## src/rtl/pc_fetch_ctrl.sv

```systemverilog
// Fetch-path sequencer: steps the PC through T0/T1/T2, hands off to execute,
// applies branch redirects, and reports halt, memory timeout and fetch count.
module pc_fetch_ctrl #(
  parameter int unsigned MEM_TIMEOUT = 15,
  parameter int unsigned COUNT_W     = 16
) (
  input  logic               clock,
  input  logic               clear,
  input  logic               run,
  input  logic               stall,
  input  logic               mem_ready,
  input  logic               exec_done,
  input  logic               branch_taken,
  input  logic               halt_req,
  output logic               pc_out,
  output logic               mar_in,
  output logic               pc_enable,
  output logic               pc_inc,
  output logic               target_out,
  output logic               mem_read,
  output logic               mdr_in,
  output logic               mdr_out,
  output logic               ir_in,
  output logic               ir_valid,
  output logic               halted,
  output logic               fault,
  output logic [2:0]         state,
  output logic [COUNT_W-1:0] fetch_count
);

  typedef enum logic [2:0] {
    StIdle   = 3'd0,
    StT0     = 3'd1,
    StT1     = 3'd2,
    StT2     = 3'd3,
    StExec   = 3'd4,
    StBranch = 3'd5,
    StHalt   = 3'd6,
    StFault  = 3'd7
  } state_e;

  // Last tolerated wait count; one more miss at this value is a fault.
  localparam logic [7:0] TimeoutLast = 8'(MEM_TIMEOUT - 1);

  state_e             state_q;
  logic [7:0]         tcount_q;
  logic [COUNT_W-1:0] count_q;
  logic               halt_flag_q;

  always_ff @(posedge clock) begin
    if (clear) begin
      state_q     <= StIdle;
      tcount_q    <= '0;
      count_q     <= '0;
      halt_flag_q <= 1'b0;
    end else begin
      unique case (state_q)
        StIdle: begin
          if (run) state_q <= StT0;
        end
        StT0: begin
          if (!stall) state_q <= StT1;
        end
        StT1: begin
          if (mem_ready) begin
            state_q  <= StT2;
            tcount_q <= '0;
          end else if (tcount_q == TimeoutLast) begin
            state_q <= StFault;
          end else begin
            tcount_q <= tcount_q + 8'd1;
          end
        end
        StT2: begin
          state_q <= StExec;
          if (count_q != '1) count_q <= count_q + COUNT_W'(1);
        end
        StExec: begin
          if (exec_done) begin
            if (branch_taken) begin
              state_q     <= StBranch;
              halt_flag_q <= halt_req;
            end else if (halt_req) begin
              state_q <= StHalt;
            end else if (!run) begin
              state_q <= StIdle;
            end else begin
              state_q <= StT0;
            end
          end
        end
        StBranch: begin
          halt_flag_q <= 1'b0;
          if (halt_flag_q)  state_q <= StHalt;
          else if (!run)    state_q <= StIdle;
          else              state_q <= StT0;
        end
        StHalt, StFault: ;
      endcase
    end
  end

  // Strobes decode from state; stall only masks the T0 bus transfer.
  always_comb begin
    pc_out     = 1'b0;
    mar_in     = 1'b0;
    pc_enable  = 1'b0;
    pc_inc     = 1'b0;
    target_out = 1'b0;
    mem_read   = 1'b0;
    mdr_in     = 1'b0;
    mdr_out    = 1'b0;
    ir_in      = 1'b0;
    ir_valid   = 1'b0;
    halted     = 1'b0;
    fault      = 1'b0;
    unique case (state_q)
      StT0: begin
        if (!stall) begin
          pc_out    = 1'b1;
          mar_in    = 1'b1;
          pc_enable = 1'b1;
          pc_inc    = 1'b1;
        end
      end
      StT1: begin
        mem_read = 1'b1;
        mdr_in   = 1'b1;
      end
      StT2: begin
        mdr_out  = 1'b1;
        ir_in    = 1'b1;
        ir_valid = 1'b1;
      end
      StBranch: begin
        target_out = 1'b1;
        pc_enable  = 1'b1;
      end
      StHalt:  halted = 1'b1;
      StFault: fault  = 1'b1;
      default: ;
    endcase
  end

  assign state       = state_q;
  assign fetch_count = count_q;

endmodule

```

## config.mk

```make
export PLATFORM = sky130hd
export DESIGN_NAME = pc_fetch_ctrl
export DESIGN_NICKNAME = d
export VERILOG_FILES = /design/src/rtl/pc_fetch_ctrl.sv
export SDC_FILE = /design/constraint.sdc
export NUM_CORES = 1
export LEC_CHECK = 0
export CORE_UTILIZATION = 40
export CTS_CLUSTER_SIZE = 30
export DETAILED_ROUTE_END_ITERATION = 16
export HOLD_SLACK_MARGIN = 0.12
export PLACE_DENSITY = 0.71
export SLEW_MARGIN = 30
export SYNTH_ARGS = -nofsm -noshare
export SYNTH_HDL_FRONTEND = slang
export SYNTH_SLANG_ARGS = --single-unit
```

## constraint.sdc

```tcl
create_clock -name clock -period 3.45 [get_ports clock]
set_input_delay 0.345 -clock clock [delete_from_list [all_inputs] [get_ports clock]]
set_output_delay 0.345 -clock clock [all_outputs]
set_load 0.02 [all_outputs]
```

==> reports/qor.yml, run 1 <==
status: "complete, no violations"
dp_hpwl_mm: 2.64
synth_top_area_frac: 0.336
drt_iter0_drc: 176
nets: 244
vias_per_cell: 5.63
synth_xor_area_frac: 0
h-tree-depth: 1
end_kind: "output pin"
rsz0062_at_grt: "false"
required_ps: 3110
clock_skew_ps: 7.60
drt_wl_total_mm: 3.70
timing.fmax_mhz: 392
synthAdderAreaFrac: 0.0225
synthTopCellsByArea: "dfxtp_1 34%, a21oi_1 4.5%, nand2_1 3.2%"
cellLeakagePower_nw: 0.672
synth-seq-area-share: 0.336
cts_sinks: 28
syn_nets: 212
holdPathStages: 2
num_rows: 23
cts_resized: 0
num_antenna_cells: 0
avgSynthCellArea_um2: 8.29
cts.clk_slew.worst_paths_ps: 90
area_growth_pct: 26.0
place.port_buffers: 38
wire_per_inst_um: 13.1
root_buffer: "clkbuf_8"
track_usage: 0.178
powerDensity_nw_per_um2: 405
start_util: 0.417
drv_cap: 0
synth-edff-count: 0
grt_remaining_overflow: 0
ctsHoldBuffers: 0
final_antenna_net_count: 0
setup_viol: 0
period_minus_slack_ps: 2550
synth-simple-area-share: 0.327
worstSetupPathType: "reg -> out"
hold_path_class: "reg -> reg"
synthCells: 201
clk_path_buf_depth: 2
muxShareOfSynthArea: 0.0203
nFillCells: 404
ios: 39
insertion_delay_ps: 270
cts_tree: "built"
cts_made_buffers: 3
finalCritPeriodShare: 0.740
core_area_um2: 4000
drc_errors: 0
async_flop_share: 0
yosysWarningCount: 0
timing.final.ws_setup_ps: 897
arrival_ps: 2210
antenna_found_initial: 0
vdd.ir_drop.worst_v: 0.000175
synth_ff_type: "dfxtp_1"
final-hold-violation-count: 0
syn_area_um2: 1670
grt_pass1_vias: 1400
cp_max_fo: 17
drv_slew: 0
route.vias.total: 1588
rrSetupSlack_ps: 1130
synth.most_common_cell: "dfxtp_1"
slew-limit-headroom: 0.473
gp_congestion: 0.776
ys_top_cells_by_count: "28 x dfxtp_1, 15 x a21oi_1, 14 x nand2_1, 12 x nor2_1, 10 x nand3_1"
synth_compound_area_frac: 0.231
die_h_um: 66.6
yosysTopAreaCell: "dfxtp_1"
tightest_slew_ps: 788
die_area_um2: 4430
startpoint_type: "flip-flop"
firstDrtPassIters: 4
grt_pass1_wl_mm: 6.24
synth_cell_types: 49
pre_cts_ws_ps: 1170
grt_max_degree: 24
die_w_um: 66.6
drive_gt1_frac: 0.0690
post_cts_buffers: 0
fin_tns_setup_ps: 0
reg2reg_depth: 4
synth_seq_cells: 28
synth_top_family_by_area: "simple AND/OR/NAND/NOR gates"
## path summary, 6_finish.rpt
| kind | startpoint | to |
|---|---|---|
| worst max-delay path | state[0] | ir_in |
| worst min-delay path | tcount_q[7] | tcount_q[7] |
| worst max register to register | state[0] | fetch_count[11] |
| worst min register to register | tcount_q[7] | tcount_q[7] |
## state kept, by name (all words and copies together), names as in the netlist
name	cells
tcount_q	8
fetch_count	16
halt_flag_q	1
state	3
## per-layer routing
metal | vias up | wire (um) | global-route usage
met1 | 737 | 1900 | 0.243
met3 | 2 | 109 | 0.0205
li1 | 822 | - | -
met2 | 27 | 1660 | 0.288
met5 | - | 0 | 0
met4 | 0 | 32 | 0.0559
## cells by family after synthesis
group	count (synthesis)
buffers and inverters	19
adders and majority gates	3
DFF	28
and+or+nand+nor	93
AOI/OAI and AO/OA	55
muxes	3
## where the power goes
part,switching [W],internal (W),leakage (nW)
Combinational,0.000141,0.000126,0.417
Sequential,0.0000428,0.000337,0.226
Clock,0.000101,0.000102,0.0288
## critical path, cell delays in order, from the launching register on
cell and delay [ps]:
dfxtp_1 670, nand3b_1 360, inv_2 270, clkdlybuf4s50_1 640
## per-stage QoR
step,hold slack [ps],util,cell area [um2],total power (W),std cells
6_report,503,0.525,2100,0.000851,282
5_1_grt,542,0.525,2100,0.000899,282
4_1_cts,505,0.525,2100,0.000860,282
3_5_place_dp,492,0.511,2040,0.000655,278
3_3_place_gp,488,0.511,2040,0.000654,278
2_1_floorplan,456,-,1670,0.000571,201
## cell usage in the layout (no fill, tap or decap), types with 2 or more instances in the layout
cell / count
clkdlybuf4s50_1: 38
a21oi_1: 15
dfxtp_1: 28
nor3_1: 4
nand3b_1: 3
a32oi_1: 2
or2_2: 2
nand2_1: 14
ha_1: 3
o41ai_1: 4
o21ai_0: 8
nor2b_1: 7
nand4_1: 8
or4_1: 6
nor2_1: 12
mux2_2: 3
a211oi_1: 2
o31ai_1: 4
clkbuf_8: 4
nand3_1: 10
nand4b_1: 2
nor4_1: 2
and3_1: 4
nand2b_1: 5
inv_1: 5
o21a_1: 2
a2bb2oi_1: 2
or3_1: 8
a31oi_1: 6
## area by class of cell
type | count | area [um2] | share of cell area
Clock buffer | 4 | 55.1 | 0.0262
Inverter | 7 | 31.3 | 0.0149
Multi-Input combinational cell | 154 | 1000 | 0.477
Sequential cell | 28 | 561 | 0.267
Tap cell | 50 | 62.6 | 0.0298
Timing Repair Buffer | 39 | 388 | 0.185
(Power assumes the default switching activity.)
==> inputs of run 2 (changes only) <==
==> constraint.sdc (replaced) <==
create_clock -name clock -period 2.65 [get_ports clock]
set_input_delay 0.265 -clock clock [delete_from_list [all_inputs] [get_ports clock]]
set_output_delay 0.265 -clock clock [all_outputs]
set_load 0.02 [all_outputs]
==> run 2 against run 1 <==
Against the previous run:
- critical path depth stayed put
- first-iteration DRC count is 22% lower
- clock skew is 1.9 ps lower
- critical path type unchanged
==> reports/qor.yml, run 2 (same netlist as run 1, synthesis figures left out) <==
cpLargestDelayFamily: "buffers and inverters"
fin_tns_setup_ps: 0  # unchanged
grt_max_degree: 25  # +4.2%
finalCritPeriodShare: 0.872
cts_tree: "built"
track_usage: 0.169  # -0.00841
vias_per_cell: 5.70  # +1.2%
fin_hold_ws_ps: 503  # unchanged
start_util: 0.417  # unchanged
core_area_um2: 4000  # unchanged
final_antenna_net_count: 0  # unchanged
place.port_buffers: 38  # unchanged
arrival_ps: 2040  # -170 ps
wire_per_inst_um: 13.0  # -1.1%
cpPeakStageDelay_ps: 640  # -30 ps
vdd.ir_drop.worst_v: 0.000188  # +7.5%
clock_skew_ps: 5.66  # -1.94 ps
root_buffer: "clkbuf_8"
hold_path_class: "reg -> reg"
gp_congestion: 0.791  # +1.9%
drv_slew: 0  # unchanged
cts.clk_slew.worst_paths_ps: 100  # about the same
area_growth_pct: 26.9
final_cell_mix: "38 x clkdlybuf4s50_1, 28 x dfxtp_1, 15 x a21oi_1"
route.vias.total: 1619  # +2.0%
grt_pass1_vias: 1372  # -2.0%
rsz0062_at_grt: "false"
dp_hpwl_mm: 2.62  # -0.95%
antenna_found_initial: 0  # unchanged
insertion_delay_ps: 280  # about the same
drive_gt1_frac: 0.0769  # +0.00796
placed_cell_area_um2: 2060  # +0.73%
ctsHoldBuffers: 0  # unchanged
final-hold-violation-count: 0  # unchanged
drv_cap: 0  # unchanged
cp_max_fo: 11  # -6
final_cell_area_um2: 2110  # +0.72%
status: "complete, no violations"
period_minus_slack_ps: 2310
pre_cts_ws_ps: 442  # -724 ps
timing.fmax_mhz: 433
cellLeakagePower_nw: 0.682  # +1.6%
die_area_um2: 4430  # unchanged
startpoint_type: "flip-flop"
drt_iter0_drc: 138  # -22%
nets: 246  # +0.82%
grt_remaining_overflow: 0  # unchanged
cts_resized: 0  # unchanged
utilization: 0.529  # +0.00375
num_rows: 23  # unchanged
worstSetupPathType: "reg -> out"
tightest_slew_ps: 835  # +47.0 ps
setup_viol: 0  # unchanged
h-tree-depth: 1  # unchanged
end_kind: "output pin"
final_common_cell: "clkdlybuf4s50_1"
path_cells: "nand3b_1 > inv_2 > clkdlybuf4s50_1"
powerDensity_nw_per_um2: 529  # +31%
grt_pass1_wl_mm: 6.01  # -3.7%
drt_wl_total_mm: 3.69  # -0.41%
clk_path_buf_depth: 2  # unchanged
num_antenna_cells: 0  # unchanged
cts_made_buffers: 3  # unchanged
ios: 39  # unchanged
slew-limit-headroom: 0.441  # -0.0314
cp_num_buf_inv: 2  # unchanged
drc_errors: 0  # unchanged
cts_sinks: 28  # unchanged
firstDrtPassIters: 4  # unchanged
post_cts_buffers: 0  # unchanged
die_w_um: 66.6  # unchanged
largest_register_ffs: 16  # unchanged
required_ps: 2380  # -730 ps
die_h_um: 66.6  # unchanged
slowest_stage: "clkdlybuf4s50_1"
timing.final.ws_setup_ps: 340  # -557 ps
run 2: worst paths after layout:
kind	start	to	slack, ps	depth (start not counted)
max	state[1]	ir_valid	340	3
min	tcount_q[7]	tcount_q[7]	500	2
max reg2reg	state[1]	fetch_count[11]	420	4
min reg2reg	tcount_q[7]	tcount_q[7]	500	2
run 2: report_power, final:
part           internal (W)  total [W]  switching (W)
Sequential         0.000439   0.000480      0.0000402
Combinational      0.000171   0.000368       0.000198
Clock              0.000133   0.000271       0.000138
run 2: through the flow:
| step | cells | total power (W) |
|---|---|---|
| detailed placement | 280 | 0.000859 |
| global route | 284 | 0.00117 |
| CTS | 284 | 0.00112 |
| finish | 284 | 0.00112 |
| global placement | 280 | 0.000858 |
| floorplan | 201 | 0.000744 |
run 2: final cells by class:
| class | count | area [um2] |
|---|---|---|
| sequential | 28 | 561 |
| inverter | 7 | 31.3 |
| timing repair buffer | 41 | 403 |
| multi-input combinational | 154 | 1000 |
| tap | 50 | 62.6 |
| clock buffer | 4 | 55.1 |
| fill | 392 | 1890 |
run 2: layer usage:
layer | up-vias | wire length [um] | track usage
li1 | 831 | - | -
met2 | 31 | 1700 | 0.275
met4 | 0 | 25 | 0.0399
met5 | - | 0 | 0
met1 | 755 | 1850 | 0.239
met3 | 2 | 114 | 0.0154
run 2: worst reg2reg max path, delay by kind of cell (launching register included):
kind | cells | cell delay [ps]
AND/OR/NAND/NOR | 2 | 1010
flip-flops | 1 | 560
multiplexers | 1 | 330
AO/OA/AOI/OAI | 1 | 240
==> inputs of run 3 (changes only) <==
--- a/config.mk
+++ b/config.mk
@@ -14,3 +14,4 @@
 export SYNTH_ARGS = -nofsm -noshare
 export SYNTH_HDL_FRONTEND = slang
 export SYNTH_SLANG_ARGS = --single-unit
+export TNS_END_PERCENT = 30
==> constraint.sdc (replaced) <==
create_clock -name clock -period 2.4 [get_ports clock]
set_input_delay 0.24 -clock clock [delete_from_list [all_inputs] [get_ports clock]]
set_output_delay 0.24 -clock clock [all_outputs]
set_load 0.02 [all_outputs]
==> run 3 against run 2 <==
Against the previous run:
- sequential cell count did not move
- design area up 0.77%
- largest power group unchanged
- sequential share of layout area is 0.14 points lower
- combinational power up 14%
- critical path depth stayed put
- setup slack got worse by 200 ps
==> reports/qor.yml, run 3 (same netlist as run 1, synthesis figures left out) <==
status: "complete, no violations"
grt_pass1_vias: 1410  # +2.8%
cpLargestDelayFamily: "buffers and inverters"
startpoint_type: "flip-flop"
setup_viol: 0  # unchanged
insertion_delay_ps: 280  # about the same
drt_wl_total_mm: 3.75  # +1.6%
worstSetupPathType: "reg -> out"
slew-limit-headroom: 0.532  # +0.0908
cellLeakagePower_nw: 0.693  # +1.6%
dp_hpwl_mm: 2.70  # +3.3%
dp.cells: 282  # +0.71%
h-tree-depth: 1  # unchanged
die_area_um2: 4430  # unchanged
arrival_ps: 2020  # -20 ps
period_minus_slack_ps: 2260
ios: 39  # unchanged
num_rows: 23  # unchanged
place.port_buffers: 38  # unchanged
timing.final.ws_setup_ps: 145  # -196 ps
multi_input_area_um2: 1000  # unchanged
antenna_found_initial: 0  # unchanged
placed_cell_area_um2: 2070  # +0.73%
clkPwrFrac: 0.240  # -0.002
root_buffer: "clkbuf_8"
regArea_um2: 562  # +0.22%
firstDrtPassIters: 5  # +1
drv_slew: 0  # unchanged
final_cell_area_um2: 2130  # +0.77%
cp_num_buf_inv: 2  # unchanged
cp_max_fo: 14  # +3
grt_pass1_wl_mm: 6.33  # +5.3%
final_cell_mix: "38 x clkdlybuf4s50_1, 27 x dfxtp_1, 15 x a21oi_1"
nets: 248  # +0.81%
core_area_um2: 4000  # unchanged
vias_per_cell: 5.76  # +0.96%
vdd.ir_drop.worst_v: 0.000355  # +89%
fin_tns_setup_ps: 0  # unchanged
largest_register_ffs: 16  # unchanged
final_common_cell: "clkdlybuf4s50_1"
p_sw_w: 0.000416  # +11%
area_growth_pct: 27.9
cts.clk_slew.worst_paths_ps: 100  # about the same
drc_errors: 0  # unchanged
final_antenna_net_count: 0  # unchanged
drive_gt1_frac: 0.0890  # +0.0121
p_comb_frac: 0.339  # +0.010
rsz0062_at_grt: "false"
grt_max_degree: 21  # -16%
required_ps: 2160  # -220 ps
path_cells: "nand3b_1 > inv_2 > clkdlybuf4s50_1"
cts_tree: "built"
end_kind: "output pin"
gp_congestion: 0.774  # -2.1%
start_util: 0.417  # unchanged
powerDensity_nw_per_um2: 582  # +10%
stdcell_count: 286  # +0.70%
die_w_um: 66.6  # unchanged
drv_cap: 0  # unchanged
wire_per_inst_um: 13.1  # +0.92%
cpPeakStageDelay_ps: 640  # about the same
track_usage: 0.181  # +0.0122
switching_share: 0.336  # about the same
p_int_w: 0.000824  # +11%
pre_cts_ws_ps: 384  # -57.4 ps
hold_path_class: "reg -> reg"
route.vias.total: 1646  # +1.7%
tightest_slew_ps: 699  # -136 ps
cts_made_buffers: 3  # unchanged
ctsHoldBuffers: 0  # unchanged
power_frac_seq: 0.421  # -0.008
clock_skew_ps: 6.27  # +0.616 ps
finalCritPeriodShare: 0.940
die_h_um: 66.6  # unchanged
grt_remaining_overflow: 0  # unchanged
cts_sinks: 28  # unchanged
final-hold-violation-count: 0  # unchanged
drt_iter0_drc: 143  # +3.6%
clk_path_buf_depth: 2  # unchanged
num_antenna_cells: 0  # unchanged
slowest_stage: "clkdlybuf4s50_1"
timing.fmax_mhz: 443
nFillCells: 393  # +0.26%
## run 3: path summary, 6_finish.rpt
kind	from	to	cells past startpoint	slack, ps
setup / recovery	state[2]	ir_in	3	140
hold / removal	tcount_q[7]	tcount_q[7]	2	500
setup reg to reg	fetch_count[0]	fetch_count[8]	6	350
hold reg to reg	tcount_q[7]	tcount_q[7]	2	500
## run 3: cell type report
type / count / share of cell area
sequential: 28 / 0.264
inverter: 7 / 0.0147
multi-input combinational: 154 / 0.470
clock buffer: 4 / 0.0258
tap: 50 / 0.0294
timing repair buffer: 43 / 0.196
## run 3: through the flow
stage | util | total power (W) | hold slack (ps)
final | 0.533 | 0.00124 | 497
after CTS | 0.532 | 0.00125 | 503
after global routing | 0.533 | 0.00131 | 530
after global placement | 0.519 | 0.000948 | 485
after detailed placement | 0.519 | 0.000949 | 489
after floorplan | - | 0.000821 | 351
## run 3: worst register-to-register path: stages (launching register included)
cell and delay [ps]:
dfxtp_1 470, ha_1 290, nand4_1 270, nor4_4 460, buf_4 250, o41ai_1 70, a21oi_1 150
## run 3: what timing repair did
item                       4_1_cts  5_1_grt
buffers inserted                 0        0
setup endpoints to repair        0        3
resized for setup                0        1
## run 3: power groups by stage
stage / clock [W] / combinational [W] / sequential, W
after detailed placement: 0 / 0.000420 / 0.000530
after floorplan: 0 / 0.000284 / 0.000537
after CTS: 0.000310 / 0.000421 / 0.000519
after global placement: 0 / 0.000420 / 0.000528
final: 0.000298 / 0.000420 / 0.000522
after global routing: 0.000327 / 0.000457 / 0.000527
## run 3: layer usage
metal / vias up / wire length [um] / global-route usage
met2: 38 / 1760 / 0.285
met3: 2 / 139 / 0.0377
met5: - / 0 / 0
met4: 0 / 31 / 0.0505
met1: 772 / 1820 / 0.247
li1: 834 / - / -
